===== config.mk =====
export PLATFORM = sky130hd
export DESIGN_NAME = zuse_fpu_addsub_flat
export DESIGN_NICKNAME = d
export VERILOG_FILES = /design/src/rtl/zuse_fpu_addsub_if.sv /design/src/rtl/zuse_fpu_addsub.sv /design/src/flat_wrapper.sv
export SDC_FILE = /design/constraint.sdc
export NUM_CORES = 1
export LEC_CHECK = 0
export ABC_AREA = 1
export BUFFER_PORTS_ARGS = -buffer_cell sky130_fd_sc_hd__clkbuf_2
export CORE_AREA = 2 2 131 133
export CTS_CLUSTER_DIAMETER = 150
export DETAILED_ROUTE_END_ITERATION = 12
export DIE_AREA = 0 0 133 135
export PLACE_DENSITY = 0.78
export RECOVER_POWER = 25
export SYNTH_ARGS = -nofsm -noshare
export SYNTH_HDL_FRONTEND = slang
export SYNTH_SLANG_ARGS = --single-unit
export TNS_END_PERCENT = 100

===== constraint.sdc =====
create_clock -name clk -period 3.7 [get_ports clk]
set_clock_uncertainty 0.05 [all_clocks]
set_input_delay 0.74 -clock clk [delete_from_list [all_inputs] [get_ports clk]]
set_output_delay 0.74 -clock clk [all_outputs]
set_load 0.01 [all_outputs]

===== src/rtl/zuse_fpu_addsub_if.sv =====
`default_nettype none
// ============================================================================
//  Module   : zuse_fpu_addsub_if
//  Purpose  : Request/result bundle of the tinyZuse add/subtract unit.
//             master = requester (drives operands and start),
//             slave  = the unit (drives busy, done, result and flags).
//  Ports    : start, op, a_s/a_e/a_m, b_s/b_e/b_m            (master -> slave)
//             busy, done, res_s/res_e/res_m,
//             zero_flag, overflow_flag, underflow_flag, inf_flag (slave -> master)
//  Revision : 1.0  initial release
// ============================================================================
interface zuse_fpu_addsub_if #(
    parameter int EW = 7,
    parameter int MW = 15
);
    logic          start;
    logic          op;
    logic          a_s;
    logic          b_s;
    logic [EW-1:0] a_e;
    logic [EW-1:0] b_e;
    logic [MW-1:0] a_m;
    logic [MW-1:0] b_m;
    logic          busy;
    logic          done;
    logic          res_s;
    logic [EW-1:0] res_e;
    logic [MW-1:0] res_m;
    logic          zero_flag;
    logic          overflow_flag;
    logic          underflow_flag;
    logic          inf_flag;

    modport master (
        output start, op, a_s, b_s, a_e, b_e, a_m, b_m,
        input  busy, done, res_s, res_e, res_m,
        input  zero_flag, overflow_flag, underflow_flag, inf_flag
    );

    modport slave (
        input  start, op, a_s, b_s, a_e, b_e, a_m, b_m,
        output busy, done, res_s, res_e, res_m,
        output zero_flag, overflow_flag, underflow_flag, inf_flag
    );
endinterface
`default_nettype wire


===== src/rtl/zuse_fpu_addsub.sv =====
`default_nettype none
// ============================================================================
//  Module   : zuse_fpu_addsub
//  Purpose  : Multi-cycle floating-point add/subtract with explicit zero and
//             infinity handling, truncating alignment and bit-serial
//             normalisation. Operands are latched when start is accepted.
//  Ports    : clk   - clock, all logic on the rising edge
//             reset - synchronous, active-high
//             bus   - zuse_fpu_addsub_if.slave (operands, busy/done, result)
//  Revision : 1.0  initial release
// ============================================================================
module zuse_fpu_addsub #(
    parameter int EW = 7,
    parameter int MW = 15
) (
    input  logic             clk,
    input  logic             reset,
    zuse_fpu_addsub_if.slave bus
);
    // Reserved exponent codes and the canonical mantissa used for 0 / inf.
    localparam logic [EW-1:0]        c_e_zero    = {1'b1, {(EW-1){1'b0}}};
    localparam logic [EW-1:0]        c_e_inf     = {1'b0, {(EW-1){1'b1}}};
    localparam logic [MW-1:0]        c_m_one     = {1'b1, {(MW-1){1'b0}}};
    // Largest / smallest exponent a normal result may carry.
    localparam logic signed [EW+1:0] c_e_hi      = (EW+2)'(2**(EW-1) - 2);
    localparam logic signed [EW+1:0] c_e_lo      = (EW+2)'(1 - 2**(EW-1));
    localparam logic signed [EW+1:0] c_e_one     = (EW+2)'(1);
    localparam logic [EW:0]          c_shift_out = (EW+1)'(MW);

    typedef enum logic [2:0] {
        S_IDLE    = 3'd0,
        S_SPECIAL = 3'd1,
        S_ALIGN   = 3'd2,
        S_ADD     = 3'd3,
        S_NORM    = 3'd4
    } state_t;

    state_t                 r_state;
    logic                   r_a_s, r_b_s;           // r_b_s already includes op
    logic [EW-1:0]          r_a_e, r_b_e;
    logic [MW-1:0]          r_a_m, r_b_m;
    logic                   r_x_s, r_y_s;
    logic [MW-1:0]          r_x_m, r_y_m;
    logic signed [EW+1:0]   r_ex;
    logic                   r_sign;
    logic [MW-1:0]          r_m;
    logic signed [EW+1:0]   r_e;
    logic                   r_busy, r_done, r_res_s;
    logic [EW-1:0]          r_res_e;
    logic [MW-1:0]          r_res_m;
    logic                   r_zero_f, r_ovf_f, r_unf_f, r_inf_f;

    logic                   w_a_inf, w_a_zero, w_b_inf, w_b_zero;
    logic                   w_sp_hit, w_sp_s, w_sp_zero, w_sp_inf;
    logic [EW-1:0]          w_sp_e;
    logic [MW-1:0]          w_sp_m;
    logic [EW:0]            w_d, w_dabs;
    logic                   w_swap;
    logic [MW-1:0]          w_y_pre, w_y_aligned;
    logic [MW:0]            w_sum, w_diff, w_diff_abs;
    logic                   w_nm_s, w_nm_zero, w_nm_ovf, w_nm_unf;
    logic [EW-1:0]          w_nm_e;
    logic [MW-1:0]          w_nm_m;

    always_comb begin
        w_a_inf  = (r_a_e == c_e_inf);
        w_a_zero = (r_a_e == c_e_zero);
        w_b_inf  = (r_b_e == c_e_inf);
        w_b_zero = (r_b_e == c_e_zero);

        // Special-operand result, in priority order (a inf wins, so inf-inf
        // simply returns a).
        w_sp_hit  = 1'b1;
        w_sp_s    = 1'b0;
        w_sp_e    = c_e_inf;
        w_sp_m    = c_m_one;
        w_sp_zero = 1'b0;
        w_sp_inf  = 1'b0;
        if (w_a_inf) begin
            w_sp_s   = r_a_s;
            w_sp_inf = 1'b1;
        end else if (w_b_inf) begin
            w_sp_s   = r_b_s;
            w_sp_inf = 1'b1;
        end else if (w_a_zero && w_b_zero) begin
            w_sp_e    = c_e_zero;
            w_sp_zero = 1'b1;
        end else if (w_a_zero) begin
            w_sp_s = r_b_s;
            w_sp_e = r_b_e;
            w_sp_m = r_b_m;
        end else if (w_b_zero) begin
            w_sp_s = r_a_s;
            w_sp_e = r_a_e;
            w_sp_m = r_a_m;
        end else begin
            w_sp_hit = 1'b0;
        end

        // Exponent difference one bit wider than EW so it cannot wrap.
        w_d         = {r_a_e[EW-1], r_a_e} - {r_b_e[EW-1], r_b_e};
        w_swap      = w_d[EW];
        w_dabs      = w_swap ? -w_d : w_d;
        w_y_pre     = w_swap ? r_a_m : r_b_m;
        w_y_aligned = (w_dabs >= c_shift_out) ? '0 : (w_y_pre >> w_dabs);

        w_sum      = {1'b0, r_x_m} + {1'b0, r_y_m};
        w_diff     = {1'b0, r_x_m} - {1'b0, r_y_m};
        w_diff_abs = w_diff[MW] ? -w_diff : w_diff;

        // Final result once the mantissa is normalised (or exactly zero).
        w_nm_s    = r_sign;
        w_nm_e    = r_e[EW-1:0];
        w_nm_m    = r_m;
        w_nm_zero = 1'b0;
        w_nm_ovf  = 1'b0;
        w_nm_unf  = 1'b0;
        if (r_m == '0) begin
            w_nm_s    = 1'b0;
            w_nm_e    = c_e_zero;
            w_nm_m    = c_m_one;
            w_nm_zero = 1'b1;
        end else if (r_e > c_e_hi) begin
            w_nm_e   = c_e_inf;
            w_nm_m   = c_m_one;
            w_nm_ovf = 1'b1;
        end else if (r_e < c_e_lo) begin
            w_nm_s    = 1'b0;
            w_nm_e    = c_e_zero;
            w_nm_m    = c_m_one;
            w_nm_unf  = 1'b1;
            w_nm_zero = 1'b1;
        end
    end

    always_ff @(posedge clk) begin
        if (reset) begin
            r_state  <= S_IDLE;
            r_busy   <= 1'b0;
            r_done   <= 1'b0;
            r_res_s  <= 1'b0;
            r_res_e  <= '0;
            r_res_m  <= '0;
            r_zero_f <= 1'b0;
            r_ovf_f  <= 1'b0;
            r_unf_f  <= 1'b0;
            r_inf_f  <= 1'b0;
        end else begin
            r_done <= 1'b0;
            case (r_state)
                S_IDLE: begin
                    if (bus.start) begin
                        r_a_s   <= bus.a_s;
                        r_a_e   <= bus.a_e;
                        r_a_m   <= bus.a_m;
                        r_b_s   <= bus.b_s ^ bus.op;
                        r_b_e   <= bus.b_e;
                        r_b_m   <= bus.b_m;
                        r_busy  <= 1'b1;
                        r_state <= S_SPECIAL;
                    end
                end
                S_SPECIAL: begin
                    if (w_sp_hit) begin
                        r_res_s  <= w_sp_s;
                        r_res_e  <= w_sp_e;
                        r_res_m  <= w_sp_m;
                        r_zero_f <= w_sp_zero;
                        r_ovf_f  <= 1'b0;
                        r_unf_f  <= 1'b0;
                        r_inf_f  <= w_sp_inf;
                        r_done   <= 1'b1;
                        r_busy   <= 1'b0;
                        r_state  <= S_IDLE;
                    end else begin
                        r_state <= S_ALIGN;
                    end
                end
                S_ALIGN: begin
                    r_x_s   <= w_swap ? r_b_s : r_a_s;
                    r_y_s   <= w_swap ? r_a_s : r_b_s;
                    r_x_m   <= w_swap ? r_b_m : r_a_m;
                    r_y_m   <= w_y_aligned;
                    r_ex    <= w_swap ? {{2{r_b_e[EW-1]}}, r_b_e} : {{2{r_a_e[EW-1]}}, r_a_e};
                    r_state <= S_ADD;
                end
                S_ADD: begin
                    if (r_x_s == r_y_s) begin
                        r_sign <= r_x_s;
                        if (w_sum[MW]) begin
                            r_m <= w_sum[MW:1];
                            r_e <= r_ex + c_e_one;
                        end else begin
                            r_m <= w_sum[MW-1:0];
                            r_e <= r_ex;
                        end
                    end else begin
                        // Negative difference only arises for equal exponents.
                        r_sign <= r_x_s ^ w_diff[MW];
                        r_m    <= w_diff_abs[MW-1:0];
                        r_e    <= r_ex;
                    end
                    r_state <= S_NORM;
                end
                S_NORM: begin
                    if ((r_m != '0) && !r_m[MW-1]) begin
                        r_m <= {r_m[MW-2:0], 1'b0};
                        r_e <= r_e - c_e_one;
                    end else begin
                        r_res_s  <= w_nm_s;
                        r_res_e  <= w_nm_e;
                        r_res_m  <= w_nm_m;
                        r_zero_f <= w_nm_zero;
                        r_ovf_f  <= w_nm_ovf;
                        r_unf_f  <= w_nm_unf;
                        r_inf_f  <= w_nm_ovf;
                        r_done   <= 1'b1;
                        r_busy   <= 1'b0;
                        r_state  <= S_IDLE;
                    end
                end
                default: r_state <= S_IDLE;
            endcase
        end
    end

    assign bus.busy           = r_busy;
    assign bus.done           = r_done;
    assign bus.res_s          = r_res_s;
    assign bus.res_e          = r_res_e;
    assign bus.res_m          = r_res_m;
    assign bus.zero_flag      = r_zero_f;
    assign bus.overflow_flag  = r_ovf_f;
    assign bus.underflow_flag = r_unf_f;
    assign bus.inf_flag       = r_inf_f;

endmodule
`default_nettype wire


===== src/flat_wrapper.sv =====
// flat-port wrapper written by rule: the top's interface ports become plain ports
module zuse_fpu_addsub_flat 
#(
    parameter int EW = 7,
    parameter int MW = 15
)
  (clk, reset, bus_start, bus_op, bus_a_s, bus_b_s, bus_a_e, bus_b_e, bus_a_m, bus_b_m, bus_busy, bus_done, bus_res_s, bus_res_e, bus_res_m, bus_zero_flag, bus_overflow_flag, bus_underflow_flag, bus_inf_flag);
  zuse_fpu_addsub_if #(.EW(EW), .MW(MW)) bus_i ();
  input  logic clk;
  input  logic reset;
  input wire logic [$bits(bus_i.start)-1:0] bus_start;
  input wire logic [$bits(bus_i.op)-1:0] bus_op;
  input wire logic [$bits(bus_i.a_s)-1:0] bus_a_s;
  input wire logic [$bits(bus_i.b_s)-1:0] bus_b_s;
  input wire logic [$bits(bus_i.a_e)-1:0] bus_a_e;
  input wire logic [$bits(bus_i.b_e)-1:0] bus_b_e;
  input wire logic [$bits(bus_i.a_m)-1:0] bus_a_m;
  input wire logic [$bits(bus_i.b_m)-1:0] bus_b_m;
  output wire logic [$bits(bus_i.busy)-1:0] bus_busy;
  output wire logic [$bits(bus_i.done)-1:0] bus_done;
  output wire logic [$bits(bus_i.res_s)-1:0] bus_res_s;
  output wire logic [$bits(bus_i.res_e)-1:0] bus_res_e;
  output wire logic [$bits(bus_i.res_m)-1:0] bus_res_m;
  output wire logic [$bits(bus_i.zero_flag)-1:0] bus_zero_flag;
  output wire logic [$bits(bus_i.overflow_flag)-1:0] bus_overflow_flag;
  output wire logic [$bits(bus_i.underflow_flag)-1:0] bus_underflow_flag;
  output wire logic [$bits(bus_i.inf_flag)-1:0] bus_inf_flag;
  assign bus_i.start = bus_start;
  assign bus_i.op = bus_op;
  assign bus_i.a_s = bus_a_s;
  assign bus_i.b_s = bus_b_s;
  assign bus_i.a_e = bus_a_e;
  assign bus_i.b_e = bus_b_e;
  assign bus_i.a_m = bus_a_m;
  assign bus_i.b_m = bus_b_m;
  assign bus_busy = bus_i.busy;
  assign bus_done = bus_i.done;
  assign bus_res_s = bus_i.res_s;
  assign bus_res_e = bus_i.res_e;
  assign bus_res_m = bus_i.res_m;
  assign bus_zero_flag = bus_i.zero_flag;
  assign bus_overflow_flag = bus_i.overflow_flag;
  assign bus_underflow_flag = bus_i.underflow_flag;
  assign bus_inf_flag = bus_i.inf_flag;
  zuse_fpu_addsub #(.EW(EW), .MW(MW)) u_core (.clk(clk), .reset(reset), .bus(bus_i));
endmodule

==> results of run 1 <==
critical path: cells and delay by family, from the launching register on:
| family | cells | cell delay [ns] |
|---|---|---|
| AO/OA/AOI/OAI | 1 | 0.21 |
| adder cells (fa/ha/maj) | 3 | 0.94 |
| buffers and inverters | 3 | 0.32 |
| flip-flops | 1 | 0.50 |
| AND/OR/NAND/NOR | 10 | 1.23 |
Yosys cell counts (4+ instances only):
master and n:
sky130_fd_sc_hd__a21o_1 5, sky130_fd_sc_hd__nand3b_1 4, sky130_fd_sc_hd__edfxtp_1 110, sky130_fd_sc_hd__a31oi_1 25, sky130_fd_sc_hd__nand4_1 17, sky130_fd_sc_hd__dfxtp_1 32
sky130_fd_sc_hd__o31ai_1 10, sky130_fd_sc_hd__nand2_2 16, sky130_fd_sc_hd__nand2_1 324, sky130_fd_sc_hd__nor3_1 14, sky130_fd_sc_hd__nor2_2 6, sky130_fd_sc_hd__nand3_1 138
sky130_fd_sc_hd__buf_2 23, sky130_fd_sc_hd__xor2_1 18, sky130_fd_sc_hd__inv_2 8, sky130_fd_sc_hd__ha_1 42, sky130_fd_sc_hd__inv_1 134, sky130_fd_sc_hd__o21ai_0 129
sky130_fd_sc_hd__nor4_1 5, sky130_fd_sc_hd__nand3_2 7, sky130_fd_sc_hd__or2_2 4, sky130_fd_sc_hd__clkbuf_1 22, sky130_fd_sc_hd__a21oi_1 46, sky130_fd_sc_hd__o21ai_1 10
sky130_fd_sc_hd__nor2_1 72, sky130_fd_sc_hd__o22ai_1 4
flip-flops by register name, summed over array words and instances (netlist names), 7 cells and up:
register and count:
u_core.r_b_m 15, u_core.r_y_m 15, u_core.r_b_e 7, u_core.r_e 9
u_core.r_x_m 15, u_core.r_a_e 7, u_core.r_m 15, u_core.bus.res_m 15
u_core.r_ex 7, u_core.r_a_m 15, u_core.bus.res_e 7
per-stage QoR:
stage	util	cells	setup slack, ns	hold WS, ns	total power (W)
finish	0.659	1562	0.297	0.410	0.00448
detailed placement	0.624	1530	0.391	0.406	0.00275
CTS	0.660	1562	0.332	0.415	0.00448
global route	0.659	1562	0.0829	0.423	0.00467
floorplan	-	1271	0.309	0.421	0.00255
global placement	0.624	1530	0.396	0.398	0.00274
path summary, 6_finish.rpt:
kind,slack [ns],from,cells past startpoint,to
worst max register to register,0.30,u_core.r_b_e[0],17,u_core.r_y_m[1]
worst min register to register,0.41,u_core.bus.busy,2,u_core.bus.busy
worst max-delay path,0.30,u_core.r_b_e[0],17,u_core.r_y_m[1]
worst min-delay path,0.41,u_core.bus.busy,2,u_core.bus.busy
per-layer routing:
metal | global-route usage | vias up | routed length [um]
met4 | 0.0806 | 0 | 486
li1 | - | 4429 | -
met5 | 0 | - | 0
met3 | 0.0387 | 41 | 1880
met2 | 0.458 | 377 | 11500
met1 | 0.395 | 4145 | 11000
final cells by class:
cell class	count	area share
multi-input cells	933	0.461
repair buffers	91	0.0422
clock inverters	8	0.00556
clock buffers	24	0.0506
well taps	220	0.0255
flip-flops and latches	142	0.365
inverters	144	0.0500
cell usage in the layout (no fill, tap or decap), types with 4 or more instances in the layout:
master	instances
sky130_fd_sc_hd__o21ai_0	129
sky130_fd_sc_hd__dfxtp_1	32
sky130_fd_sc_hd__nand2_1	324
sky130_fd_sc_hd__nor3_1	14
sky130_fd_sc_hd__o21ai_1	10
sky130_fd_sc_hd__xor2_1	18
sky130_fd_sc_hd__buf_4	13
sky130_fd_sc_hd__o31ai_1	10
sky130_fd_sc_hd__o22ai_1	4
sky130_fd_sc_hd__edfxtp_1	110
sky130_fd_sc_hd__a31oi_1	25
sky130_fd_sc_hd__nor2_2	6
sky130_fd_sc_hd__inv_2	8
sky130_fd_sc_hd__nand2_2	16
sky130_fd_sc_hd__nor2_1	70
sky130_fd_sc_hd__nand3_1	138
sky130_fd_sc_hd__nand3b_1	4
sky130_fd_sc_hd__a21oi_1	45
sky130_fd_sc_hd__a21o_1	5
sky130_fd_sc_hd__nand4_1	17
sky130_fd_sc_hd__nand3_2	7
sky130_fd_sc_hd__ha_1	42
sky130_fd_sc_hd__clkbuf_1	27
sky130_fd_sc_hd__clkbuf_16	21
sky130_fd_sc_hd__or2_2	4
sky130_fd_sc_hd__nor2_4	4
sky130_fd_sc_hd__nor4_1	5
sky130_fd_sc_hd__inv_1	134
sky130_fd_sc_hd__a21oi_2	4
sky130_fd_sc_hd__clkbuf_2	52
cells by family after synthesis:
group,synth area share
AND/OR/NAND/NOR,0.286
AO/OA/AOI/OAI,0.142
buffers and inverters,0.0822
flip-flops,0.406
adder cells (fa/ha/maj),0.0603
XOR/XNOR,0.0235
report_power, final:
| part | switching (W) | internal, W | total, W |
|---|---|---|---|
| Combinational | 0.000613 | 0.000289 | 0.000901 |
| Clock | 0.000700 | 0.00104 | 0.00175 |
| Sequential | 0.0000407 | 0.00180 | 0.00184 |
| Total | 0.00135 | 0.00313 | 0.00448 |
==> metrics.md, run 1 <==
| Metric | Value |
|---|---|
| Transition at the pin with the smallest max-transition slack | `1.01 ns` |
| Weighted congestion reported at the end of routability-driven placement | `1.04` |
| Req. time, crit path | `3.92 ns` |
| Static leakage | `4.79 nW` |
| Average detailed-routed wire length per instance | `15.9 um` |
| Area share of the leading cell type in the synthesized netlist | `0.340` |
| Max cap viols | `0` |
| Area of the mapped netlist | `0.00971 sq mm` |
| Skew-Pair Late Insertion Delay | `0.43 ns` |
| Total grt overflow | `0` |
| Std-Cell Core Area | `0.0164 sq mm` |
| Die boundary width | `133 um` |
| Via count of the first global-routing pass | `8176` |
| Power density over cell area | `415 mW/mm^2` |
| Warning count from the yosys run | `0` |
| Status | `finished clean` |
| Number of input and output port buffers inserted | `78` |
| Mapped Nets | `1366` |
| Sequential cell area in the final layout | `0.00394 sq mm` |
| Class of the tightest hold or removal check | `reg2reg` |
| Number of nets still failing antenna checks after routing | `0` |
| Number of max-slew violations in the final report | `0` |
| Sink Count | `142` |
| Post-layout min period | `3.40 ns` |
| Share of the clock period used by the worst path after layout | `0.920` |
| EDFF count, synth | `110` |
| Biggest area consumer among synthesized cells | `sky130_fd_sc_hd__edfxtp_1` |
| Count of cells resized by post-cts repair | `0` |
| Antenna violations before repair | `0` |
| Post-CTS clock slew at the launch and capture registers of the worst setup and hold paths | `0.06 ns` |
| Die Footprint | `0.0180 sq mm` |
| Worst-path fanout max | `7` |
| Post-synthesis register bit count | `142` |
| Sum of negative setup slack | `0 ns` |
| H-tree levels | `4` |
| Number of filler cells placed in the layout | `1454` |
| Critical Path Source Type | `flip-flop` |
| Multi-input gate area in the final layout | `0.00498 sq mm` |
| Mean instance size in the synthesized netlist | `7.64 sq um` |
| NumNets Final | `1424` |
| Maximum cell stage delay along the critical path | `0.50 ns` |
| Die boundary height | `135 um` |
| Cell area after placement | `0.0102 sq mm` |
| Critical-path cell with the highest stage delay | `sky130_fd_sc_hd__edfxtp_1` |
| Normalized max-slew margin | `0.325` |
| Cells along the critical path | `ha_1, inv_1, fa_1, inv_1, ha_1, inv_1, nor2_1, nand2_1, nor2_2, nand2_2, nand2_2, nand2_2, a21oi_2, nand2_1, nor3_4, nand3_1, nand2_1` |
| Share of flip-flops with an asynchronous set or reset | `0` |
| Critical path endpoint category | `flip-flop` |
| Initial Utilization | `0.592` |
| Top Ports | `79` |
| Detailed-route via count | `8992` |
| IR drop worst, VDD | `0.376 mV` |
| Number of inserted diodes | `0` |
| Number of hold buffers added after cts | `0` |
| Unrepaired setup endpoints after global routing | `false` |
| Cell at the root of the clock tree | `sky130_fd_sc_hd__clkbuf_16` |
| Signed area change from the synthesized netlist to the final layout | `11.3%` |
| Count of final hold-check violations | `0` |
| Cell variety after synth | `52` |
| Proportion of synthesized chip area in sequential cells | `0.406` |
| Wire length of the first global-routing pass | `39900 um` |
| Synth Flop Type | `sky130_fd_sc_hd__edfxtp_1` |
| Maximum buffer depth of the clock tree | `2` |
| CTS tree | `yes` |
| Number of buffers inserted by post-CTS setup repair | `0` |
| Number of remaining DRC errors | `0` |
| CTS Buf Count | `17` |
| Worst setup path category | `reg2reg` |
| Most area-consuming cells after synthesis | `sky130_fd_sc_hd__edfxtp_1 34%, sky130_fd_sc_hd__nand2_1 13%, sky130_fd_sc_hd__nand3_1 7.1%, sky130_fd_sc_hd__o21ai_0 6.7%, sky130_fd_sc_hd__dfxtp_1 6.6%` |
| Summed area of non-filler cells in the final layout | `0.0108 sq mm` |
| Fraction of final layout cells sized beyond drive strength 1 | `0.115` |
| Post-DP HPWL | `19100 um` |
| Max Clk Rate | `294 MHz` |
| Placement Rows | `47` |
| Via/cell ratio | `5.76` |
| Data arrival time of the worst path | `3.63 ns` |
| Largest net degree at the start of global routing | `47` |
| Total global-route track usage | `0.281` |
| Final routed wirelength across all metal layers | `24900 um` |
| Mapped Cells | `1271` |
| Setup-violating endpoint count in the final report | `0` |
| Count of routing violations after the opening detailed-route iteration | `1056` |
| Iteration count of the initial detailed-routing pass | `6` |
No activity file was read; power rests on OpenSTA's default activity.
==> inputs of run 2 (changes only) <==
PLACE_DENSITY = 0.89   (was 0.78)
==> metrics.md, run 2 (synthesized netlist as in run 1, its figures left out) <==
| Metric | Value |
|---|---|
| Top Ports | `79 (unchanged)` |
| Most common cell after layout, fill and taps aside | `sky130_fd_sc_hd__nand2_1` |
| Transition at the pin with the smallest max-transition slack | `1.04 ns (+0.0266 ns)` |
| Count of routing violations after the opening detailed-route iteration | `1389 (+32%)` |
| End of the worst register-to-register path | `u_core.r_y_m[10]` |
| Die boundary width | `133 um (unchanged)` |
| Std-Cell Core Area | `0.0164 sq mm (unchanged)` |
| Worst setup path category | `reg2reg` |
| Iteration count of the initial detailed-routing pass | `6 (unchanged)` |
| Beginning of the worst register-to-register path | `u_core.r_b_e[0]` |
| Count of cells resized by post-cts repair | `0 (unchanged)` |
| Post-layout min period | `3.49 ns (+0.0827 ns)` |
| Signed area change from the synthesized netlist to the final layout | `11.6%` |
| Final worst slack | `0.214 ns (-0.0827 ns)` |
| Die boundary height | `135 um (unchanged)` |
| Cell at the root of the clock tree | `sky130_fd_sc_hd__clkbuf_16` |
| WHS | `0.415 ns (+0.00486 ns)` |
| Average detailed-routed wire length per instance | `16.7 um (+4.9%)` |
| Maximum buffer depth of the clock tree | `2 (unchanged)` |
| Via count of the first global-routing pass | `8345 (+2.1%)` |
| Detailed-route via count | `9184 (+2.1%)` |
| Max Clk Rate | `287 MHz (-2.4%)` |
| Number of filler cells placed in the layout | `1307 (-10%)` |
| Max cap viols | `0 (unchanged)` |
| Final Total Pwr | `0.00462 W (+3.1%)` |
| Die Footprint | `0.0180 sq mm (unchanged)` |
| Cell count of the worst reg-to-reg path | `19 (+2)` |
| Data arrival time of the worst path | `3.72 ns (+0.09 ns)` |
| Unrepaired setup endpoints after global routing | `false` |
| Share of the clock period used by the worst path after layout | `0.942 (+0.0224)` |
| Fraction of final layout cells sized beyond drive strength 1 | `0.118 (+0.00215)` |
| Number of inserted diodes | `0 (unchanged)` |
| Highest-count cells in the layout ignoring fill and taps | `324 x sky130_fd_sc_hd__nand2_1, 138 x sky130_fd_sc_hd__nand3_1, 134 x sky130_fd_sc_hd__inv_1` |
| Antenna violations before repair | `0 (unchanged)` |
| Wire length of the first global-routing pass | `41100 um (+3.0%)` |
| Static leakage | `4.79 nW (+0.16%)` |
| Total global-route track usage | `0.291 (+0.00971)` |
| Multi-input gate area in the final layout | `0.00498 sq mm (unchanged)` |
| Pre-CTS setup slack | `0.302 ns (-0.0888 ns)` |
| Power density over cell area | `426 mW/mm^2 (+2.8%)` |
| Number of remaining DRC errors | `0 (unchanged)` |
| Worst Hold Depth | `2 (unchanged)` |
| Initial Utilization | `0.592 (unchanged)` |
| Total grt overflow | `0 (unchanged)` |
| Critical Path Source Type | `flip-flop` |
| NumNets Final | `1425 (+0.070%)` |
| Number of hold buffers added after cts | `0 (unchanged)` |
| Critical path endpoint category | `flip-flop` |
| Weighted congestion reported at the end of routability-driven placement | `1.02 (-1.9%)` |
| Final routed wirelength across all metal layers | `26100 um (+4.9%)` |
| H-tree levels | `4 (unchanged)` |
| Class of the tightest hold or removal check | `reg2reg` |
| Number of buffers inserted by post-CTS setup repair | `0 (unchanged)` |
| Post-DP HPWL | `19400 um (+1.5%)` |
| Status | `finished clean` |
| Placement Rows | `47 (unchanged)` |
| Worst hold endpoint | `u_core.bus.overflow_flag` |
| Number of input and output port buffers inserted | `78 (unchanged)` |
| Setup-violating endpoint count in the final report | `0 (unchanged)` |
| Skew-Pair Late Insertion Delay | `0.44 ns (about the same)` |
| Post-CTS clock slew at the launch and capture registers of the worst setup and hold paths | `0.06 ns (about the same)` |
| Number of nets still failing antenna checks after routing | `0 (unchanged)` |
| Count of final hold-check violations | `0 (unchanged)` |
| Sum of negative setup slack | `0 ns (unchanged)` |
| Slack of the worst reg-to-reg path | `0.21 ns (-0.08 ns)` |
| CTS tree | `yes` |
| CTS Buf Count | `17 (unchanged)` |
| Req. time, crit path | `3.94 ns (+0.02 ns)` |
| IR drop worst, VDD | `0.590 mV (+57%)` |
| Number of max-slew violations in the final report | `0 (unchanged)` |
| Sequential cell area in the final layout | `0.00394 sq mm (unchanged)` |
| Start point of the worst min-delay path | `u_core.bus.overflow_flag` |
| Worst-path fanout max | `14 (+7)` |
| Normalized max-slew margin | `0.308 (-0.0177)` |
| Sink Count | `142 (unchanged)` |
| Largest net degree at the start of global routing | `47 (unchanged)` |
| Via/cell ratio | `5.88 (+2.1%)` |
[run 2: cell types whose count changed in the layout (fill, tap and decap cells not counted), moves of 2 or more]
cell / previous run / this run
sky130_fd_sc_hd__bufinv_16: 0 / 4
sky130_fd_sc_hd__clkbuf_16: 21 / 17
sky130_fd_sc_hd__clkinv_4: 2 / 0
sky130_fd_sc_hd__clkinvlp_4: 0 / 2
sky130_fd_sc_hd__inv_4: 2 / 0
sky130_fd_sc_hd__inv_6: 3 / 7
[run 2: worst max path at each step]
stage	start	depth (start not counted)	end
floorplan	reset	2	u_core.r_a_e[0]
global placement	u_core.r_b_e[0]	19	u_core.r_y_m[10]
detailed placement	u_core.r_b_e[0]	19	u_core.r_y_m[10]
CTS	u_core.r_b_e[0]	19	u_core.r_y_m[10]
global route	u_core.r_b_e[0]	19	u_core.r_y_m[10]
finish	u_core.r_b_e[0]	19	u_core.r_y_m[10]
[run 2: metal layers]
| metal | track usage | vias to the layer above | wire, um |
|---|---|---|---|
| met3 | 0.0454 | 82 | 2250 |
| met1 | 0.386 | 4192 | 10900 |
| li1 | - | 4422 | - |
| met2 | 0.483 | 488 | 12300 |
| met5 | 0 | - | 0 |
| met4 | 0.111 | 0 | 696 |
[run 2: area by class of cell]
type / count / share of cell area
multi-input cells: 933 / 0.460
flip-flops and latches: 142 / 0.364
inverters: 144 / 0.0499
repair buffers: 92 / 0.0427
clock buffers: 17 / 0.0393
well taps: 220 / 0.0254
clock inverters: 15 / 0.0189
[run 2: stage by stage]
step,cells,util,cell area [sq um]
6_report,1563,0.660,10800
5_1_grt,1563,0.660,10800
4_1_cts,1563,0.662,10900
3_5_place_dp,1531,0.624,10200
3_3_place_gp,1531,0.624,10200
2_1_floorplan,1271,-,9710
[run 2: power by group]
group	internal [W]	switching, W
combinational	0.000290	0.000625
clock	0.00114	0.000728
sequential	0.00180	0.0000429
total	0.00322	0.00140
[run 2: critical path: stages, from the launching register on]
cell	delay, ns
sky130_fd_sc_hd__edfxtp_1	0.50
sky130_fd_sc_hd__ha_1	0.25
sky130_fd_sc_hd__inv_1	0.12
sky130_fd_sc_hd__fa_1	0.49
sky130_fd_sc_hd__inv_1	0.10
sky130_fd_sc_hd__ha_1	0.18
sky130_fd_sc_hd__inv_1	0.05
sky130_fd_sc_hd__nor2_1	0.12
sky130_fd_sc_hd__nand2_1	0.10
sky130_fd_sc_hd__nor2_2	0.12
sky130_fd_sc_hd__nand2_2	0.09
sky130_fd_sc_hd__nand2_2	0.07
sky130_fd_sc_hd__nand2_2	0.09
sky130_fd_sc_hd__nand2_4	0.17
sky130_fd_sc_hd__nand3_1	0.19
sky130_fd_sc_hd__nor2_1	0.22
sky130_fd_sc_hd__nand2_1	0.13
sky130_fd_sc_hd__nand2_1	0.12
sky130_fd_sc_hd__nand2_1	0.07
sky130_fd_sc_hd__nor2_1	0.12
==> inputs of run 3 (changes only) <==
BUFFER_PORTS_ARGS = unset   (was -buffer_cell sky130_fd_sc_hd__clkbuf_2)
DONT_BUFFER_PORTS = 1   (was unset)
PLACE_DENSITY = 0.85   (was 0.89)
==> metrics.md, run 3 (synthesized netlist as in run 1, its figures left out) <==
| Metric | Value |
|---|---|
| Status | `finished clean` |
| Total global-route track usage | `0.280 (-0.0103)` |
| Fraction of final layout cells sized beyond drive strength 1 | `0.0783 (-0.0393)` |
| Req. time, crit path | `3.92 ns (-0.02 ns)` |
| Cell at the root of the clock tree | `sky130_fd_sc_hd__clkbuf_16` |
| Setup-violating endpoint count in the final report | `0 (unchanged)` |
| Start point of the worst min-delay path | `reset` |
| Highest-count cells in the layout ignoring fill and taps | `324 x sky130_fd_sc_hd__nand2_1, 138 x sky130_fd_sc_hd__nand3_1, 134 x sky130_fd_sc_hd__inv_1` |
| Worst-path fanout max | `14 (unchanged)` |
| Worst Hold Depth | `1 (-1)` |
| Antenna violations before repair | `0 (unchanged)` |
| Via count of the first global-routing pass | `7968 (-4.5%)` |
| Top Ports | `79 (unchanged)` |
| Iteration count of the initial detailed-routing pass | `5 (-1)` |
| Share of the clock period used by the worst path after layout | `0.892 (-0.0506)` |
| CTS Buf Count | `17 (unchanged)` |
| Class of the tightest hold or removal check | `in2reg` |
| Std-Cell Core Area | `0.0164 sq mm (unchanged)` |
| Transition at the pin with the smallest max-transition slack | `1.26 ns (+0.226 ns)` |
| Number of hold buffers added after cts | `0 (unchanged)` |
| IR drop worst, VDD | `0.453 mV (-23%)` |
| Detailed-route via count | `8803 (-4.1%)` |
| Static leakage | `4.50 nW (-6.2%)` |
| Cell count of the worst reg-to-reg path | `19 (unchanged)` |
| CTS tree | `yes` |
| Max cap viols | `0 (unchanged)` |
| Initial Utilization | `0.592 (unchanged)` |
| Weighted congestion reported at the end of routability-driven placement | `0.974 (-4.3%)` |
| Number of input and output port buffers inserted | `0 (-100%)` |
| Number of inserted diodes | `0 (unchanged)` |
| Sink Count | `142 (unchanged)` |
| H-tree levels | `4 (unchanged)` |
| Post-DP HPWL | `19100 um (-1.6%)` |
| Critical path endpoint category | `flip-flop` |
| Critical Path Source Type | `flip-flop` |
| Summed area of non-filler cells in the final layout | `0.0104 sq mm (-4.1%)` |
| Power density over cell area | `421 mW/mm^2 (-1.2%)` |
| Maximum buffer depth of the clock tree | `2 (unchanged)` |
| Final Total Pwr | `0.00438 W (-5.2%)` |
| Data arrival time of the worst path | `3.52 ns (-0.20 ns)` |
| Count of final hold-check violations | `0 (unchanged)` |
| Max Clk Rate | `303 MHz (+5.7%)` |
| Count of cells resized by post-cts repair | `0 (unchanged)` |
| Signed area change from the synthesized netlist to the final layout | `7.09%` |
| NumNets Final | `1346 (-5.5%)` |
| Slack of the worst reg-to-reg path | `0.40 ns (+0.19 ns)` |
| Count of routing violations after the opening detailed-route iteration | `1203 (-13%)` |
| Beginning of the worst register-to-register path | `u_core.r_b_e[0]` |
| Largest net degree at the start of global routing | `50 (+6.4%)` |
| Post-CTS clock slew at the launch and capture registers of the worst setup and hold paths | `0.06 ns (about the same)` |
| Average detailed-routed wire length per instance | `16.8 um (+0.61%)` |
| Placement Rows | `47 (unchanged)` |
| Die Footprint | `0.0180 sq mm (unchanged)` |
| Number of nets still failing antenna checks after routing | `0 (unchanged)` |
| Unrepaired setup endpoints after global routing | `false` |
| Sum of negative setup slack | `0 ns (unchanged)` |
| Via/cell ratio | `5.93 (+0.95%)` |
| Number of buffers inserted by post-CTS setup repair | `0 (unchanged)` |
| Die boundary height | `135 um (unchanged)` |
| Most common cell after layout, fill and taps aside | `sky130_fd_sc_hd__nand2_1` |
| Total grt overflow | `0 (unchanged)` |
| Post-layout min period | `3.30 ns (-0.187 ns)` |
| Worst setup path category | `reg2reg` |
| Number of remaining DRC errors | `0 (unchanged)` |
| Skew-Pair Late Insertion Delay | `0.43 ns (about the same)` |
| Normalized max-slew margin | `0.155 (-0.152)` |
| Number of max-slew violations in the final report | `0 (unchanged)` |
| Wire length of the first global-routing pass | `39500 um (-3.8%)` |
| Number of filler cells placed in the layout | `1355 (+3.7%)` |
| End of the worst register-to-register path | `u_core.r_y_m[8]` |
| Cell area after placement | `0.00984 sq mm (-3.9%)` |
| Die boundary width | `133 um (unchanged)` |
| Worst hold endpoint | `u_core.r_state[1]` |
| Final routed wirelength across all metal layers | `24900 um (-4.5%)` |
-- run 3: report_power, final --
group          switching, W  internal (W)
sequential        0.0000452       0.00180
clock              0.000674      0.000989
combinational      0.000605      0.000269
total               0.00132       0.00305
-- run 3: metal layers --
metal  global-route usage  vias to the layer above  wire length [um]
met3               0.0653                       60              2410
met5                    0                        -                 0
met2                0.440                      471             11400
met4                0.108                        0               629
li1                     -                     4263                 -
met1                0.380                     4009             10500
-- run 3: worst max path at each step --
| stage | startpoint | to | slack [ns] | depth (start not counted) |
|---|---|---|---|---|
| 2_1_floorplan | reset | u_core.r_a_e[0] | 0.31 | 2 |
| 3_3_place_gp | u_core.r_b_e[0] | u_core.r_y_m[0] | 0.60 | 19 |
| 3_5_place_dp | u_core.r_b_e[0] | u_core.r_y_m[0] | 0.47 | 19 |
| 4_1_cts | u_core.r_b_e[0] | u_core.r_y_m[8] | 0.43 | 19 |
| 5_1_grt | u_core.r_b_e[0] | u_core.r_y_m[7] | 0.17 | 18 |
| 6_report | u_core.r_b_e[0] | u_core.r_y_m[8] | 0.40 | 19 |
-- run 3: layout make-up --
class | instances | area [sq um] | area share
Clock inverter | 11 | 121 | 0.0117
Clock buffer | 21 | 440 | 0.0424
Tap cell | 220 | 275 | 0.0265
Inverter | 144 | 541 | 0.0520
Sequential cell | 142 | 3940 | 0.379
Timing Repair Buffer | 13 | 97.6 | 0.00939
Multi-Input combinational cell | 933 | 4970 | 0.479
-- run 3: critical path, stage by stage (launching register included) --
cell and delay, ns:
sky130_fd_sc_hd__edfxtp_1 0.49, sky130_fd_sc_hd__ha_1 0.24, sky130_fd_sc_hd__inv_1 0.10, sky130_fd_sc_hd__fa_1 0.47, sky130_fd_sc_hd__inv_1 0.10, sky130_fd_sc_hd__ha_1 0.18, sky130_fd_sc_hd__inv_1 0.05, sky130_fd_sc_hd__nor2_1 0.09
sky130_fd_sc_hd__nand2_1 0.09, sky130_fd_sc_hd__nor2_2 0.11, sky130_fd_sc_hd__nand2_2 0.07, sky130_fd_sc_hd__nand2_2 0.06, sky130_fd_sc_hd__nand2_2 0.08, sky130_fd_sc_hd__nand2_4 0.16, sky130_fd_sc_hd__nand3_1 0.12, sky130_fd_sc_hd__nor2_1 0.20
sky130_fd_sc_hd__nand2_1 0.11, sky130_fd_sc_hd__nand3_1 0.14, sky130_fd_sc_hd__nand2_1 0.08, sky130_fd_sc_hd__nor2_1 0.12
-- run 3: per-stage QoR --
stage | std cells | util | hold slack, ns | setup WS, ns
2_1_floorplan | 1271 | - | 0.421 | 0.309
3_3_place_gp | 1452 | 0.600 | 0.446 | 0.605
3_5_place_dp | 1452 | 0.600 | 0.449 | 0.470
4_1_cts | 1484 | 0.634 | 0.314 | 0.429
5_1_grt | 1484 | 0.633 | 0.311 | 0.173
6_report | 1484 | 0.633 | 0.322 | 0.401
